File: src/rtl/alu_issue_stage.sv
// rtl/alu_issue_stage.sv - RV32I OP/OP-IMM decode-and-issue stage driving a shared alu.
// Two-stage elastic pipeline: D register feeds the alu, W register holds the result.
module alu_issue_stage #(
    parameter int XLEN = 32
) (
    input  logic            clk,
    input  logic            rst_n,
    input  logic            flush,
    input  logic            in_valid,
    output logic            in_ready,
    input  logic [31:0]     instr,
    input  logic [XLEN-1:0] rs1_val,
    input  logic [XLEN-1:0] rs2_val,
    output logic [XLEN-1:0] operand1,
    output logic [XLEN-1:0] operand2,
    output logic [2:0]      func3,
    output logic            subsra,
    input  logic [XLEN-1:0] alu_result,
    output logic            out_valid,
    input  logic            out_ready,
    output logic [XLEN-1:0] out_result,
    output logic [4:0]      out_rd,
    output logic            out_we,
    output logic            out_illegal
);

    localparam logic [6:0] OPC_OP     = 7'b0110011;
    localparam logic [6:0] OPC_OP_IMM = 7'b0010011;
    localparam logic [6:0] F7_ZERO    = 7'b0000000;
    localparam logic [6:0] F7_ALT     = 7'b0100000;

    logic            r_d_valid;
    logic [XLEN-1:0] r_op1;
    logic [XLEN-1:0] r_op2;
    logic [2:0]      r_f3;
    logic            r_sub;
    logic [4:0]      r_d_rd;
    logic            r_d_we;
    logic            r_d_ill;

    logic            r_w_valid;
    logic [XLEN-1:0] r_res;
    logic [4:0]      r_w_rd;
    logic            r_w_we;
    logic            r_w_ill;

    logic [6:0]      w_opcode;
    logic [2:0]      w_f3;
    logic [6:0]      w_f7;
    logic [4:0]      w_rd;
    logic            w_legal;
    logic            w_we;
    logic [XLEN-1:0] w_op1;
    logic [XLEN-1:0] w_op2;
    logic [2:0]      w_f3_d;
    logic            w_sub;
    logic            w_w_free;
    logic            w_in_fire;
    logic            w_out_fire;
    logic            w_d_adv;
    logic            w_unused;

    assign w_opcode = instr[6:0];
    assign w_f3     = instr[14:12];
    assign w_f7     = instr[31:25];
    assign w_rd     = instr[11:7];
    // Register-number fields are resolved upstream; only the values arrive here.
    assign w_unused = ^instr[19:15];

    always_comb begin
        w_legal = 1'b0;
        w_op1   = '0;
        w_op2   = '0;
        w_f3_d  = 3'b000;
        w_sub   = 1'b0;
        case (w_opcode)
            OPC_OP: begin
                w_legal = (w_f7 == F7_ZERO) ||
                          ((w_f7 == F7_ALT) && ((w_f3 == 3'b000) || (w_f3 == 3'b101)));
                if (w_legal) begin
                    w_op1  = rs1_val;
                    w_op2  = rs2_val;
                    w_f3_d = w_f3;
                    w_sub  = instr[30];
                end
            end
            OPC_OP_IMM: begin
                case (w_f3)
                    3'b001:  w_legal = (w_f7 == F7_ZERO);
                    3'b101:  w_legal = (w_f7 == F7_ZERO) || (w_f7 == F7_ALT);
                    default: w_legal = 1'b1;
                endcase
                if (w_legal) begin
                    w_op1  = rs1_val;
                    w_f3_d = w_f3;
                    // ADDI with imm[10] set must stay an add, so only shifts take instr[30].
                    if ((w_f3 == 3'b001) || (w_f3 == 3'b101)) begin
                        w_op2 = {{(XLEN-5){1'b0}}, instr[24:20]};
                        w_sub = (w_f3 == 3'b101) && instr[30];
                    end else begin
                        w_op2 = {{(XLEN-12){instr[31]}}, instr[31:20]};
                    end
                end
            end
            default: w_legal = 1'b0;
        endcase
    end

    assign w_we       = w_legal && (w_rd != 5'd0);
    assign w_w_free   = !r_w_valid || out_ready;
    assign in_ready   = rst_n && !flush && (!r_d_valid || w_w_free);
    assign w_in_fire  = in_valid && in_ready;
    assign w_out_fire = r_w_valid && out_ready;
    assign w_d_adv    = r_d_valid && w_w_free;

    always_ff @(posedge clk or negedge rst_n) begin
        if (!rst_n) begin
            r_d_valid <= 1'b0;
            r_op1     <= '0;
            r_op2     <= '0;
            r_f3      <= 3'b000;
            r_sub     <= 1'b0;
            r_d_rd    <= 5'd0;
            r_d_we    <= 1'b0;
            r_d_ill   <= 1'b0;
        end else if (flush) begin
            r_d_valid <= 1'b0;
        end else if (w_in_fire) begin
            r_d_valid <= 1'b1;
            r_op1     <= w_op1;
            r_op2     <= w_op2;
            r_f3      <= w_f3_d;
            r_sub     <= w_sub;
            r_d_rd    <= w_rd;
            r_d_we    <= w_we;
            r_d_ill   <= !w_legal;
        end else if (w_d_adv) begin
            r_d_valid <= 1'b0;
        end
    end

    always_ff @(posedge clk or negedge rst_n) begin
        if (!rst_n) begin
            r_w_valid <= 1'b0;
            r_res     <= '0;
            r_w_rd    <= 5'd0;
            r_w_we    <= 1'b0;
            r_w_ill   <= 1'b0;
        end else if (flush) begin
            r_w_valid <= 1'b0;
        end else if (w_d_adv) begin
            r_w_valid <= 1'b1;
            r_res     <= r_d_ill ? '0 : alu_result;
            r_w_rd    <= r_d_rd;
            r_w_we    <= r_d_we;
            r_w_ill   <= r_d_ill;
        end else if (w_out_fire) begin
            r_w_valid <= 1'b0;
        end
    end

    assign operand1    = r_op1;
    assign operand2    = r_op2;
    assign func3       = r_f3;
    assign subsra      = r_sub;
    assign out_valid   = r_w_valid;
    assign out_result  = r_res;
    assign out_rd      = r_w_rd;
    assign out_we      = r_w_we;
    assign out_illegal = r_w_ill;

endmodule

File: config.mk
export PLATFORM = sky130hd
export DESIGN_NAME = alu_issue_stage
export DESIGN_NICKNAME = d
export VERILOG_FILES = /design/src/rtl/alu_issue_stage.sv
export SDC_FILE = /design/constraint.sdc
export NUM_CORES = 1
export LEC_CHECK = 0
export ABC_AREA = 1
export CORE_ASPECT_RATIO = 1.5
export CORE_MARGIN = 2
export CORE_UTILIZATION = 30
export CTS_BUF_LIST = sky130_fd_sc_hd__clkbuf_16
export DETAILED_ROUTE_END_ITERATION = 7
export PLACE_DENSITY = 0.73
export SETUP_SLACK_MARGIN = 0.2
export SLEW_MARGIN = 20
export SYNTH_ARGS = -nofsm -noshare
export SYNTH_HDL_FRONTEND = slang
export SYNTH_SLANG_ARGS = --single-unit
export TNS_END_PERCENT = 1
File: constraint.sdc
create_clock -name clk -period 1.7 [get_ports clk]
set_input_delay 0.34 -clock clk [delete_from_list [all_inputs] [get_ports clk]]
set_output_delay 0.34 -clock clk [all_outputs]
set_load 0.01 [all_outputs]
==> results.json, run 1 <==
{
  "ys_seq_elements": 116,
  "synth.distinct_cells": 24,
  "cts_buffers": 17,
  "p_per_area_mw_per_mm2": 896,
  "cp_slowest_cell": "dfrtp_1",
  "tritoncts": "built",
  "dieArea_sq_mm": 0.0172,
  "synth_top_family_by_area": "simple AND/OR/NAND/NOR gates",
  "slew_viol_final": 0,
  "yosys.area_share.simple_pct": 27.4,
  "required_ns": 1.36,
  "grt_use_total_pct": 17.8,
  "maxSlewHeadroom_pct": 58.3,
  "synth_xor_area_share_pct": 0,
  "synth.net_count": 631,
  "syn_inst": 498,
  "yosysWarnings": 0,
  "rsz0062_at_grt": "true",
  "fin_nets": 890,
  "tightest_slew_ns": 0.626,
  "r2r_cells": 9,
  "intPower_uw": 5980,
  "routedWlPerCell_um": 16.0,
  "place.gp.congestion": 0.823,
  "p_comb_share_pct": 15.1,
  "ant_nets": 0,
  "clock_latency_ns": 0.41,
  "die_h_um": 160,
  "seqPwrFrac_pct": 39.3,
  "overflow": 0,
  "clk_path_buf_depth": 2,
  "crit_fanout": 3,
  "pre_cts_ws_ns": -0.258,
  "clk_pin_slew_ns": 0.06,
  "io_pins": 242,
  "nFillCells": 1336,
  "grt_max_degree": 117,
  "syn_area_sq_mm": 0.00484,
  "status": "finished clean",
  "ir_worst_vdd_mv": 0.547,
  "synthAdderAreaFrac_pct": 0,
  "power.leakage_uw": 0.00587,
  "first_pass_iters": 4,
  "multiInputGateArea_sq_mm": 0.00181,
  "drive_gt1_share_pct": 16.1,
  "ctsHoldBuffers": 0,
  "rows": 56,
  "dpl.hpwl_mm": 10.8,
  "first_global_vias": 4724,
  "fmax_ghz": 0.643,
  "synth_area_per_cell_sq_um": 9.73,
  "drc": 0,
  "die-width_um": 108,
  "cts_max_level": 4,
  "fin_skew_ns": 0.00815,
  "grt_antenna_before_repair": 2,
  "initialDrtViolationCount": 188,
  "coreArea_sq_mm": 0.0157,
  "max-cap-violations": 0,
  "fin_crit_ns": 1.56,
  "max_stage_delay_ns": 0.36,
  "hold_violations": 0,
  "worst_slack_ns": 0.145,
  "critPathArrivalTime_ns": 1.22,
  "path_class": "reg2out",
  "start_util_pct": 30.9,
  "fin_crit_sh_pct": 91.5,
  "pwr-share-clk_pct": 45.6,
  "p_sw_uw": 1860,
  "cp-end-kind": "output pin",
  "syn2layout_area_growth_pct": 80.4,
  "num_vias": 4677,
  "clock_sinks": 116,
  "p_sw_share_pct": 23.7,
  "finalPower_uw": 7830,
  "crit_chain": "inv_2, nor2_4, nand2_2, nand2_1, inv_1, buf_2",
  "muxShareOfSynthArea_pct": 0,
  "drt-vias-per-instance": 4.80,
  "portBuffers": 236,
  "synth_compound_area_share_pct": 7.49,
  "hold_class": "in2async",
  "grt_pass1_wl_mm": 24.2,
  "setup_violations": 0,
  "reg2reg_to": "operand2[15]",
  "rrSetupSlack_ns": 0.16,
  "routed_wl_mm": 15.6,
  "reg2reg_from": "out_valid",
  "critPathLaunchType": "flip-flop",
  "final-seq-area_sq_mm": 0.00290,
  "cts_root_buffer": "clkbuf_16",
  "seq_area_frac_synth_pct": 59.9
}
-- how the worst max path moves through the flow --
stage               from           end  slack, ns  cells after the start
2_1_floorplan  out_valid     r_d_valid       0.30                      7
3_3_place_gp   out_ready      in_ready      -0.25                      6
3_5_place_dp   instr[27]  operand1[27]      -0.26                     11
4_1_cts        out_valid      in_ready      0.004                      6
5_1_grt        out_valid      in_ready       0.06                      6
6_report       out_valid      in_ready       0.14                      6
-- metal layers --
metal | GRT usage (%) | part of all wire, % | vias to the layer above | wire [um]
li1 | - | - | 2236 | -
met1 | 20.3 | 39 | 2233 | 6080
met2 | 30.5 | 52 | 181 | 8100
met3 | 5.02 | 6.4 | 27 | 996
met4 | 7.75 | 2.6 | 0 | 406
met5 | 0 | 0 | - | 0
-- cells in the mapped netlist --
| cell type | instances | area share (%) |
|---|---|---|
| nor3_4 | 1 | 0.34 |
| o21ai_1 | 3 | 0.31 |
| inv_2 | 6 | 0.46 |
| a22oi_1 | 5 | 0.77 |
| buf_6 | 1 | 0.23 |
| a22o_1 | 32 | 5.8 |
| buf_1 | 4 | 0.31 |
| nand3_4 | 1 | 0.36 |
| nor2_2 | 5 | 0.65 |
| nor3_1 | 1 | 0.10 |
| buf_8 | 2 | 0.62 |
| nand2_2 | 4 | 0.52 |
| nand3_1 | 66 | 6.8 |
| nor2_1 | 17 | 1.3 |
| o21ai_0 | 6 | 0.62 |
| clkbuf_1 | 11 | 0.85 |
| dfrtp_1 | 116 | 60 |
| buf_2 | 14 | 1.4 |
| nand2_1 | 145 | 11 |
| nand4_1 | 41 | 5.3 |
| nand4_2 | 1 | 0.26 |
| nor2_4 | 2 | 0.46 |
| inv_1 | 11 | 0.85 |
| buf_4 | 3 | 0.46 |
-- per-stage QoR --
| stage | instances | utilization, % | hold WS, ns | TNS, ns | area, sq um |
|---|---|---|---|---|---|
| finish | 975 | 55.7 | 0.0424 | 0 | 8740 |
| global route | 974 | 55.7 | 0.102 | 0 | 8740 |
| CTS | 973 | 52.9 | 0.0717 | 0 | 8300 |
| detailed placement | 941 | 49.1 | 0.460 | -19.94 | 7710 |
| global placement | 941 | 49.1 | 0.456 | -16.85 | 7710 |
| floorplan | 498 | - | 0.0444 | 0 | 4840 |
-- cells in the final DEF, fill, tap and decap left out, types with 4 or more instances in the layout --
cell / count
a22o_1: 32
a22oi_2: 4
buf_12: 12
buf_4: 24
clkbuf_16: 17
clkdlybuf4s50_1: 117
clkinvlp_4: 4
dfrtp_1: 116
dlymetal6s2s_1: 116
inv_1: 10
inv_2: 8
nand2_1: 129
nand2_2: 19
nand3_1: 59
nand3_2: 7
nand4_1: 41
nor2_1: 14
nor2_2: 6
nor2_4: 4
o21ai_0: 5
-- sequential cells by signal, indices dropped and copies added (netlist names) --
register / count
out_valid: 1
r_d_valid: 1
out_rd: 5
r_d_we: 1
operand2: 32
out_illegal: 1
out_result: 32
r_d_rd: 5
r_d_ill: 1
subsra: 1
func3: 3
operand1: 32
out_we: 1
-- repair_timing --
action | 4_1_cts | 5_1_grt
pin swaps | 0 | 35
setup endpoints to repair | 162 | 208
setup buffers | 0 | 0
resized for setup | 3 | 164
-- critical path: cells and delay by family, from the launching register on --
kind	cells	cell delay, ns
flops	1	0.36
simple gates	3	0.24
buf+inv	3	0.22
-- area by class of cell --
type                    count  share of cell area [%]
diodes                      2                  0.0572
clock buffers              17                    4.87
clock inverters            15                    1.92
inverters                  17                   0.787
multi-input cells         330                    20.7
flip-flops and latches    116                    33.2
well taps                 203                    2.91
repair buffers            275                    35.6
-- kinds of logic (layout without fill, tap and decap cells) --
logic type             Yosys count  in the layout
AO/OA/AOI/OAI                   46             46
AND/OR/NAND/NOR                284            284
buffers and inverters           52            324
other                            0              2
flip-flops                     116            116
-- power groups by stage --
| stage | clock (uW) | sequential [uW] | combinational, uW |
|---|---|---|---|
| after global placement | 0 | 3120 | 1210 |
| after global routing | 3800 | 3100 | 1280 |
| after detailed placement | 0 | 3130 | 1230 |
| after floorplan | 0 | 3210 | 268 |
| after CTS | 3660 | 3080 | 1240 |
| final | 3570 | 3080 | 1180 |
No activity file was read; power rests on OpenSTA's default activity.
==> inputs of run 2 (changes only) <==
--- a/config.mk
+++ b/config.mk
@@ -7,7 +7,7 @@
 export LEC_CHECK = 0
 export ABC_AREA = 1
 export CORE_ASPECT_RATIO = 1.5
-export CORE_MARGIN = 2
+export CORE_MARGIN = 5
 export CORE_UTILIZATION = 30
 export CTS_BUF_LIST = sky130_fd_sc_hd__clkbuf_16
 export DETAILED_ROUTE_END_ITERATION = 7
==> run 2 against run 1 <==
- the run now ends with negative hold slack left
- first-iteration DRC count increased by 8.5%
- register-to-register slack improved by 0.03 ns
- clock skew is 0.0021 ns higher
- sequential share of layout area rose by 0.26 points
- critical path depth fell by 1
- wire length up 6.1%
- combinational power barely moved
- cell area down 0.77%
- sequential power barely moved
- fmax increased by 0.71%
- worst setup slack improved by 0.011 ns
- clock power rose by 9.2%
- critical endpoint unchanged
- highest routed layer is now met5
==> results.json, run 2 (same netlist as run 1, synthesis figures left out) <==
{
  "placed_area_sq_mm": 0.00771,
  "cts_buffers": 17,
  "die-width_um": 114,
  "reg2reg_from": "out_valid",
  "fin_nets": 891,
  "finish.utilization_pct": 54.1,
  "cts_root_buffer": "clkbuf_16",
  "maxSlewHeadroom_pct": 54.1,
  "p_sw_share_pct": 23.0,
  "routed_wl_mm": 16.5,
  "syn2layout_area_growth_pct": 79.1,
  "drc": 0,
  "worst_slack_ns": 0.156,
  "fin_cells": 977,
  "fin_skew_ns": 0.0103,
  "drive_gt1_share_pct": 13.1,
  "fin_crit_sh_pct": 90.8,
  "die_h_um": 166,
  "fmax_ghz": 0.648,
  "path_class": "in2out",
  "grt_max_degree": 117,
  "final_common_cell": "nand2_1",
  "coreArea_sq_mm": 0.0160,
  "status": "finished, violations left",
  "drt-vias-per-instance": 4.82,
  "slew_viol_final": 0,
  "p_per_area_mw_per_mm2": 940,
  "tritoncts": "built",
  "ant_nets": 0,
  "first_pass_iters": 4,
  "clock_sinks": 116,
  "hold_class": "in2async",
  "critPathArrivalTime_ns": 1.20,
  "p_sw_uw": 1880,
  "intPower_uw": 6280,
  "tightest_slew_ns": 0.688,
  "dp.cells": 945,
  "first_global_vias": 4724,
  "overflow": 0,
  "initialDrtViolationCount": 204,
  "clock_latency_ns": 0.41,
  "holdWs_ns": -0.0119,
  "max-cap-violations": 0,
  "critPathLaunchType": "primary input",
  "ir_worst_vdd_mv": 0.547,
  "grt_antenna_before_repair": 1,
  "cts_max_level": 4,
  "setup.worst_path.start": "flush",
  "rsz0062_at_grt": "true",
  "dpl.hpwl_mm": 11.7,
  "pre_cts_ws_ns": -0.282,
  "seqPwrFrac_pct": 37.8,
  "hold_violations": 16,
  "pwr-share-clk_pct": 47.8,
  "power.leakage_uw": 0.00583,
  "start_util_pct": 30.2,
  "r2r_cells": 9,
  "finalPower_uw": 8150,
  "portBuffers": 236,
  "rows": 57,
  "grt_use_total_pct": 16.7,
  "clk_pin_slew_ns": 0.06,
  "num_vias": 4709,
  "nFillCells": 1394,
  "routedWlPerCell_um": 16.9,
  "clk_path_buf_depth": 2,
  "crit_fanout": 2,
  "post_cts_buffers": 0,
  "final_cell_mix": "nand2_1, clkdlybuf4s50_1, dfrtp_1",
  "io_pins": 242,
  "setup_violations": 0,
  "postLayoutCellArea_sq_mm": 0.00867,
  "cp-end-kind": "output pin",
  "grt_pass1_wl_mm": 25.1,
  "violations": "negative hold slack",
  "place.gp.congestion": 0.771,
  "dieArea_sq_mm": 0.0188,
  "p_comb_share_pct": 14.5,
  "fin_crit_ns": 1.54,
  "diodes": 0,
  "required_ns": 1.36
}
## run 2: cell count changes in the layout (fill, tap and decap cells not counted), moves of 8 or more
cell and delta:
clkdlybuf4s50_1 +8, dlymetal6s2s_1 -8, nand2_1 +14, nand2_2 -13
## run 2: metrics by stage
step / hold slack (ns) / setup TNS, ns
floorplan: 0.0444 / 0
global placement: 0.452 / -18.40
detailed placement: 0.460 / -20.46
CTS: 0.0666 / 0
global route: 0.0400 / 0
finish: -0.0119 / 0
## run 2: path summary, 6_finish.rpt
path | slack [ns] | to
worst min register to register | 0.47 | out_rd[3]
worst max-delay path | 0.16 | in_ready
worst max register to register | 0.19 | operand2[17]
max in group asynchronous | 1.13 | out_result[18]
worst min-delay path | -0.01 | out_result[21]
min in group clk | 0.46 | func3[0]
## run 2: critical path, stage by stage
cell and delay [ns]:
clkdlybuf4s50_1 0.47, nor2_4 0.18, nand2_2 0.08, inv_2 0.05, buf_6 0.09
## run 2: cell type report
cell class,instances,area (sq um),share of cell area [%]
Clock buffer,17,425,4.90
Clock inverter,15,213,2.45
Inverter,17,63.8,0.736
Multi-Input combinational cell,330,1730,20.0
Sequential cell,116,2900,33.5
Tap cell,206,258,2.97
Timing Repair Buffer,276,3080,35.5
## run 2: power groups by stage
stage	registers [uW]	logic (uW)	clock network, uW
after global routing	3100	1260	4110
after CTS	3080	1240	4010
after global placement	3120	1220	0
after floorplan	3210	268	0
final	3080	1180	3900
after detailed placement	3130	1240	0
## run 2: routing by layer
metal | track usage, % | part of all wire [%] | wire length (um)
met5 | 0 | 0.12 | 20
met1 | 19.0 | 38 | 6330
met2 | 28.8 | 52 | 8620
met3 | 5.44 | 7.0 | 1150
met4 | 6.64 | 2.5 | 413
## run 2: repair_timing
item,in CTS,in global routing
pin swaps,0,38
setup endpoints to repair,156,210
hold buffers,0,0
resized for setup,4,125
hold endpoints to repair,0,0
==> inputs of run 3 (changes only) <==
--- a/config.mk
+++ b/config.mk
@@ -5,7 +5,6 @@
 export SDC_FILE = /design/constraint.sdc
 export NUM_CORES = 1
 export LEC_CHECK = 0
-export ABC_AREA = 1
 export CORE_ASPECT_RATIO = 1.5
 export CORE_MARGIN = 5
 export CORE_UTILIZATION = 30
==> run 3 against run 2 <==
- register-to-register slack worse by 0.19 ns
- hold slack better by 0.067 ns
- synthesized cell count down 4.2%
- power down 8.6%
- clock power down 6.7%
- non-clock buffer count up 4
- fmax down 9.2%
- the run now ends clean
- global-route usage up 0.66 points
- die area up 0.98%
- first-iteration DRC count unchanged
==> results.json, run 3 <==
{
  "reg2reg_to": "operand2[3]",
  "drive_gt1_share_pct": 17.5,
  "synth_common_cells": "nand2_1, dfrtp_1, nand3b_1",
  "cts_max_level": 4,
  "start_util_pct": 30.4,
  "fin_crit_sh_pct": 100,
  "coreArea_sq_mm": 0.0161,
  "dpl.hpwl_mm": 11.6,
  "p_sw_uw": 1770,
  "placed_area_sq_mm": 0.00766,
  "tritoncts": "built",
  "synth.net_count": 610,
  "cp-end-kind": "flip-flop",
  "required_ns": 2.04,
  "tightest_slew_ns": 0.537,
  "critPathArrivalTime_ns": 2.04,
  "synth_edf_count": 0,
  "yosys.area.top_type": "dfrtp_1",
  "hold_class": "in2async",
  "final_common_cell": "nand2_1",
  "clock_sinks": 116,
  "final_cell_mix": "nand2_1, dfrtp_1, dlygate4sd2_1",
  "overflow": 0,
  "grt_antenna_before_repair": 2,
  "synth.top_cell.area_share_pct": 59.3,
  "status": "finished clean",
  "fin_nets": 876,
  "ant_nets": 0,
  "num_vias": 4496,
  "pwr-share-clk_pct": 48.8,
  "r2r_cells": 9,
  "max-cap-violations": 0,
  "cp_top_family": "buffers and inverters",
  "io_pins": 242,
  "drc": 0,
  "rsz0062_at_grt": "true",
  "clock_latency_ns": 0.41,
  "clk_path_buf_depth": 2,
  "crit_top_cell": "buf_6",
  "max_stage_delay_ns": 0.39,
  "ir_worst_vdd_mv": 0.455,
  "hold_violations": 0,
  "seqPwrFrac_pct": 39.8,
  "dieArea_sq_mm": 0.0190,
  "yosysWarnings": 0,
  "initialDrtViolationCount": 204,
  "grt_use_total_pct": 17.4,
  "synth_area_per_cell_sq_um": 10.3,
  "rows": 57,
  "postLayoutCellArea_sq_mm": 0.00845,
  "synth.distinct_cells": 38,
  "drt-vias-per-instance": 4.67,
  "setup_violations": 0,
  "die_h_um": 166,
  "rrSetupSlack_ns": 0.00002,
  "grt_pass1_wl_mm": 25.8,
  "fin_crit_ns": 1.70,
  "seq_area_frac_synth_pct": 59.3,
  "portBuffers": 236,
  "intPower_uw": 5690,
  "fin_skew_ns": 0.00943,
  "critPathLaunchType": "flip-flop",
  "fmax_ghz": 0.588,
  "path_class": "reg2reg",
  "reg2reg_from": "r_d_valid",
  "yosysMostFrequentCell": "nand2_1",
  "crit_fanout": 8,
  "power.leakage_uw": 0.00441,
  "clk_pin_slew_ns": 0.06,
  "ys_seq_elements": 116,
  "maxSlewHeadroom_pct": 64.2,
  "syn_inst": 477,
  "finish.utilization_pct": 52.4,
  "first_pass_iters": 4,
  "grt_max_degree": 42,
  "syn2layout_area_growth_pct": 72.7,
  "p_sw_share_pct": 23.7,
  "syn_area_sq_mm": 0.00490,
  "p_comb_share_pct": 11.4,
  "slew_viol_final": 0,
  "place.gp.congestion": 0.824,
  "routed_wl_mm": 16.2,
  "postSynth.asyncResetShare_pct": 100,
  "crit_buf_inv": 4,
  "first_global_vias": 4645,
  "cts_buffers": 17,
  "cp_slowest_cell": "dfrtp_1",
  "die-width_um": 114,
  "p_per_area_mw_per_mm2": 882,
  "routedWlPerCell_um": 16.8,
  "crit_chain": "nand3b_1, buf_6, nand4_1, buf_4, nor4_4, buf_6, buf_12, a22o_1, a21o_1",
  "cts_root_buffer": "clkbuf_16",
  "synthTopCellsByArea": "dfrtp_1, nand2_1, o21ai_2",
  "ys.flop_type": "dfrtp_1"
}
[run 3: cell types whose count changed in the layout (fill, tap and decap cells not counted), sizes merged, moves of 7 or more]
cell / change
nand3: -67
inv: -11
a221o: +21
o21ai: +28
dlygate4sd2: +115
nand3b: +33
nor2: -19
nand4: -41
clkdlybuf4s50: -14
dlymetal6s2s: -108
buf: +7
a22o: -27
nand2: +37
[run 3: worst max-delay path by stage]
stage / startpoint / end / slack, ns / cells after the start
2_1_floorplan: instr[2] / operand2[2] / 0.02 / 6
3_3_place_gp: instr[31] / operand1[4] / -0.52 / 6
3_5_place_dp: instr[31] / operand1[2] / -0.57 / 7
4_1_cts: r_d_valid / operand2[3] / 0.03 / 9
5_1_grt: r_d_valid / operand2[3] / -0.14 / 9
6_report: r_d_valid / operand2[3] / 0.00002 / 9
[run 3: power groups by stage]
stage | sequential, uW | clock (uW) | combinational, uW
final | 2970 | 3640 | 849
after global routing | 2990 | 3870 | 933
after CTS | 2970 | 3740 | 864
after detailed placement | 3020 | 0 | 942
after global placement | 3020 | 0 | 933
after floorplan | 3080 | 0 | 178
[run 3: final cells by class]
cell class              count  area, sq um
fillers                  1505         7660
flip-flops and latches    116         2900
repair buffers            280         2780
multi-input cells         325         1890
clock buffers              17          425
well taps                 206          258
clock inverters            15          179
inverters                   3         11.3
diodes                      1         2.50
[run 3: kinds of logic (layout without fill, tap and decap cells)]
| family | count (synthesis) | in the layout | synth area share, % |
|---|---|---|---|
| xor+xnor | 1 | 1 | 0.179 |
| buf+inv | 36 | 315 | 3.42 |
| compound gates | 82 | 82 | 14.2 |
| flops | 116 | 116 | 59.3 |
| other cells | 0 | 1 | 0 |
| mux | 1 | 1 | 0.230 |
| simple gates | 241 | 241 | 22.7 |
[run 3: per-stage QoR]
step           setup TNS [ns]  instances  total power [uW]  setup slack, ns  hold slack (ns)
2_1_floorplan               0        477              3250           0.0199           0.0444
3_3_place_gp           -34.44        915              3950           -0.523            0.300
3_5_place_dp           -35.91        915              3970           -0.575            0.301
4_1_cts                     0        962              7570           0.0286           0.0672
5_1_grt                 -2.69        963              7790           -0.143           0.0874
6_report                    0        963              7450        0.0000218           0.0552
[run 3: per-layer routing]
metal	track usage, %	vias to the layer above	share of wire, %
met5	0	-	0.080
li1	-	2163	-
met3	4.07	39	4.9
met2	30.9	151	54
met4	8.01	2	3.8
met1	19.4	2141	37
[run 3: worst register-to-register path, delay by kind of cell, from the launching register on]
kind	cells	cell delay [ns]
and+or+nand+nor	3	0.45
DFF	1	0.39
AOI/OAI and AO/OA	2	0.21
buffers and inverters	4	0.61
[run 3: repair_timing]
item,in CTS,in global routing
gates resized for setup,173,9
setup buffers,7,0
gates cloned,7,0
endpoints found under the hold margin,6,0
pin swaps,62,52
hold buffers,1,0
endpoints found under the setup margin,178,71
==> variant: new RTL, settings of run 1 <==
The parameter `XLEN` goes from 32 to 48.
--- a/src/rtl/alu_issue_stage.sv
+++ b/src/rtl/alu_issue_stage.sv
@@ -2,5 +2,5 @@
 // Two-stage elastic pipeline: D register feeds the alu, W register holds the result.
 module alu_issue_stage #(
-    parameter int XLEN = 32
+    parameter int XLEN = 48
 ) (
     input  logic            clk,
Interface: changed (6 resized); port bits go from 242 to 338. No check against the original RTL was run, so the function may have changed too.
==> variant against run 1 <==
Synthesized cell count grew 51%; worst setup slack worse by 37 ps; global-route usage grew 1.3 points; sequential cell count rose by 48; design area grew 31%; critical path type is now reg -> reg; routed wire length rose by 46%; power is 25% higher; clock skew is 0.86 ps lower; largest cell class is now sequential cells; maximum frequency down 2.3%; critical endpoint is now operand2[45]$_DFFE_PN0P_; synthesized area rose by 42%.
==> variant: results (changes against run 1) <==
DP HPWL 16.5 mm (+52%); Distinct cells, synth 21 (-13%); Worst Path Arrival 1960 ps (+740 ps); Area after DPL 10800 um2 (+40%); 1st-iter DRT viols 336 (+79%); drt total wl 22.8 mm (+46%); pin count of the biggest net entering global routing 100 (-15%); ant diodes 0 (-2); synthesized area per cell 9.15 um2 (-5.9%); Nets 1280 (+44%); post-CTS setup buffers 1 (+1); Crit path max-delay family simple AND/OR/NAND/NOR gates; Hold Slack 64.3 ps (+21.9 ps); FMAX 628 MHz (-2.3%); status finished, final reports clean; Lkg Pwr 6.28 nW (+7.0%); IO Port Bufs 332 (+41%); initial antenna violation count 1 (-1); Setup WS pre-CTS -370 ps (-112 ps); Placer Congestion 0.826 (+0.39%); R2R Setup Slk 110 ps (-50 ps); share of layout cells above drive strength 1 0.124 (-0.0369); r2r endpoint operand2[45]$_DFFE_PN0P_; Seq/Total Area, Yosys 0.596 (-0.00281); clk_skew 7.29 ps (-0.856 ps); Placed Instances 1352 (+44%); Reg2Reg Depth 12 (+3); area of the multi-input gates 2610 um2 (+44%); CTS resizes 217 (+214); vias in the first global route 6475 (+37%); crit-path max FO 5 (+2); WS Path Type reg -> reg; first-pass GRT wire length 35.6 mm (+47%); Commonest cells post-synth nand2_1, dfrtp_1, nand3_1, a22o_1, buf_2; Routed wire per std cell 16.4 um (+2.9%); Total GRT Usage 0.191 (+0.0131)
-- variant: final cells by class --
type / instances / area share
Timing Repair Buffer: 376 / 0.322
Multi-Input combinational cell: 514 / 0.228
Sequential cell: 164 / 0.359
Clock buffer: 17 / 0.0372
Inverter: 26 / 0.00896
Tap cell: 276 / 0.0302
Clock inverter: 15 / 0.0156
-- variant: cell families (layout without fill, tap and decap cells) --
kind of cell / count (synthesis) / after routing / synth area share
AOI/OAI and AO/OA: 63 / 63 / 0.0738
and+or+nand+nor: 451 / 451 / 0.275
buffers and inverters: 74 / 434 / 0.0551
DFF: 164 / 164 / 0.596
-- variant: per-layer routing --
metal  routed length, um  track usage  up-vias  part of all wire
li1                    -            -     3141                 -
met1                8590        0.210     3105              0.38
met2               11800        0.332      264              0.51
met3                1560       0.0574       47             0.068
met4                 908       0.0926        2             0.040
met5                  12            0        -           0.00053
-- variant: power by group --
part           internal, mW  leakage [nW]  switching, mW
registers              4.19          2.23          0.147
logic                 0.872          3.77          0.631
clock network          2.32         0.283           1.64
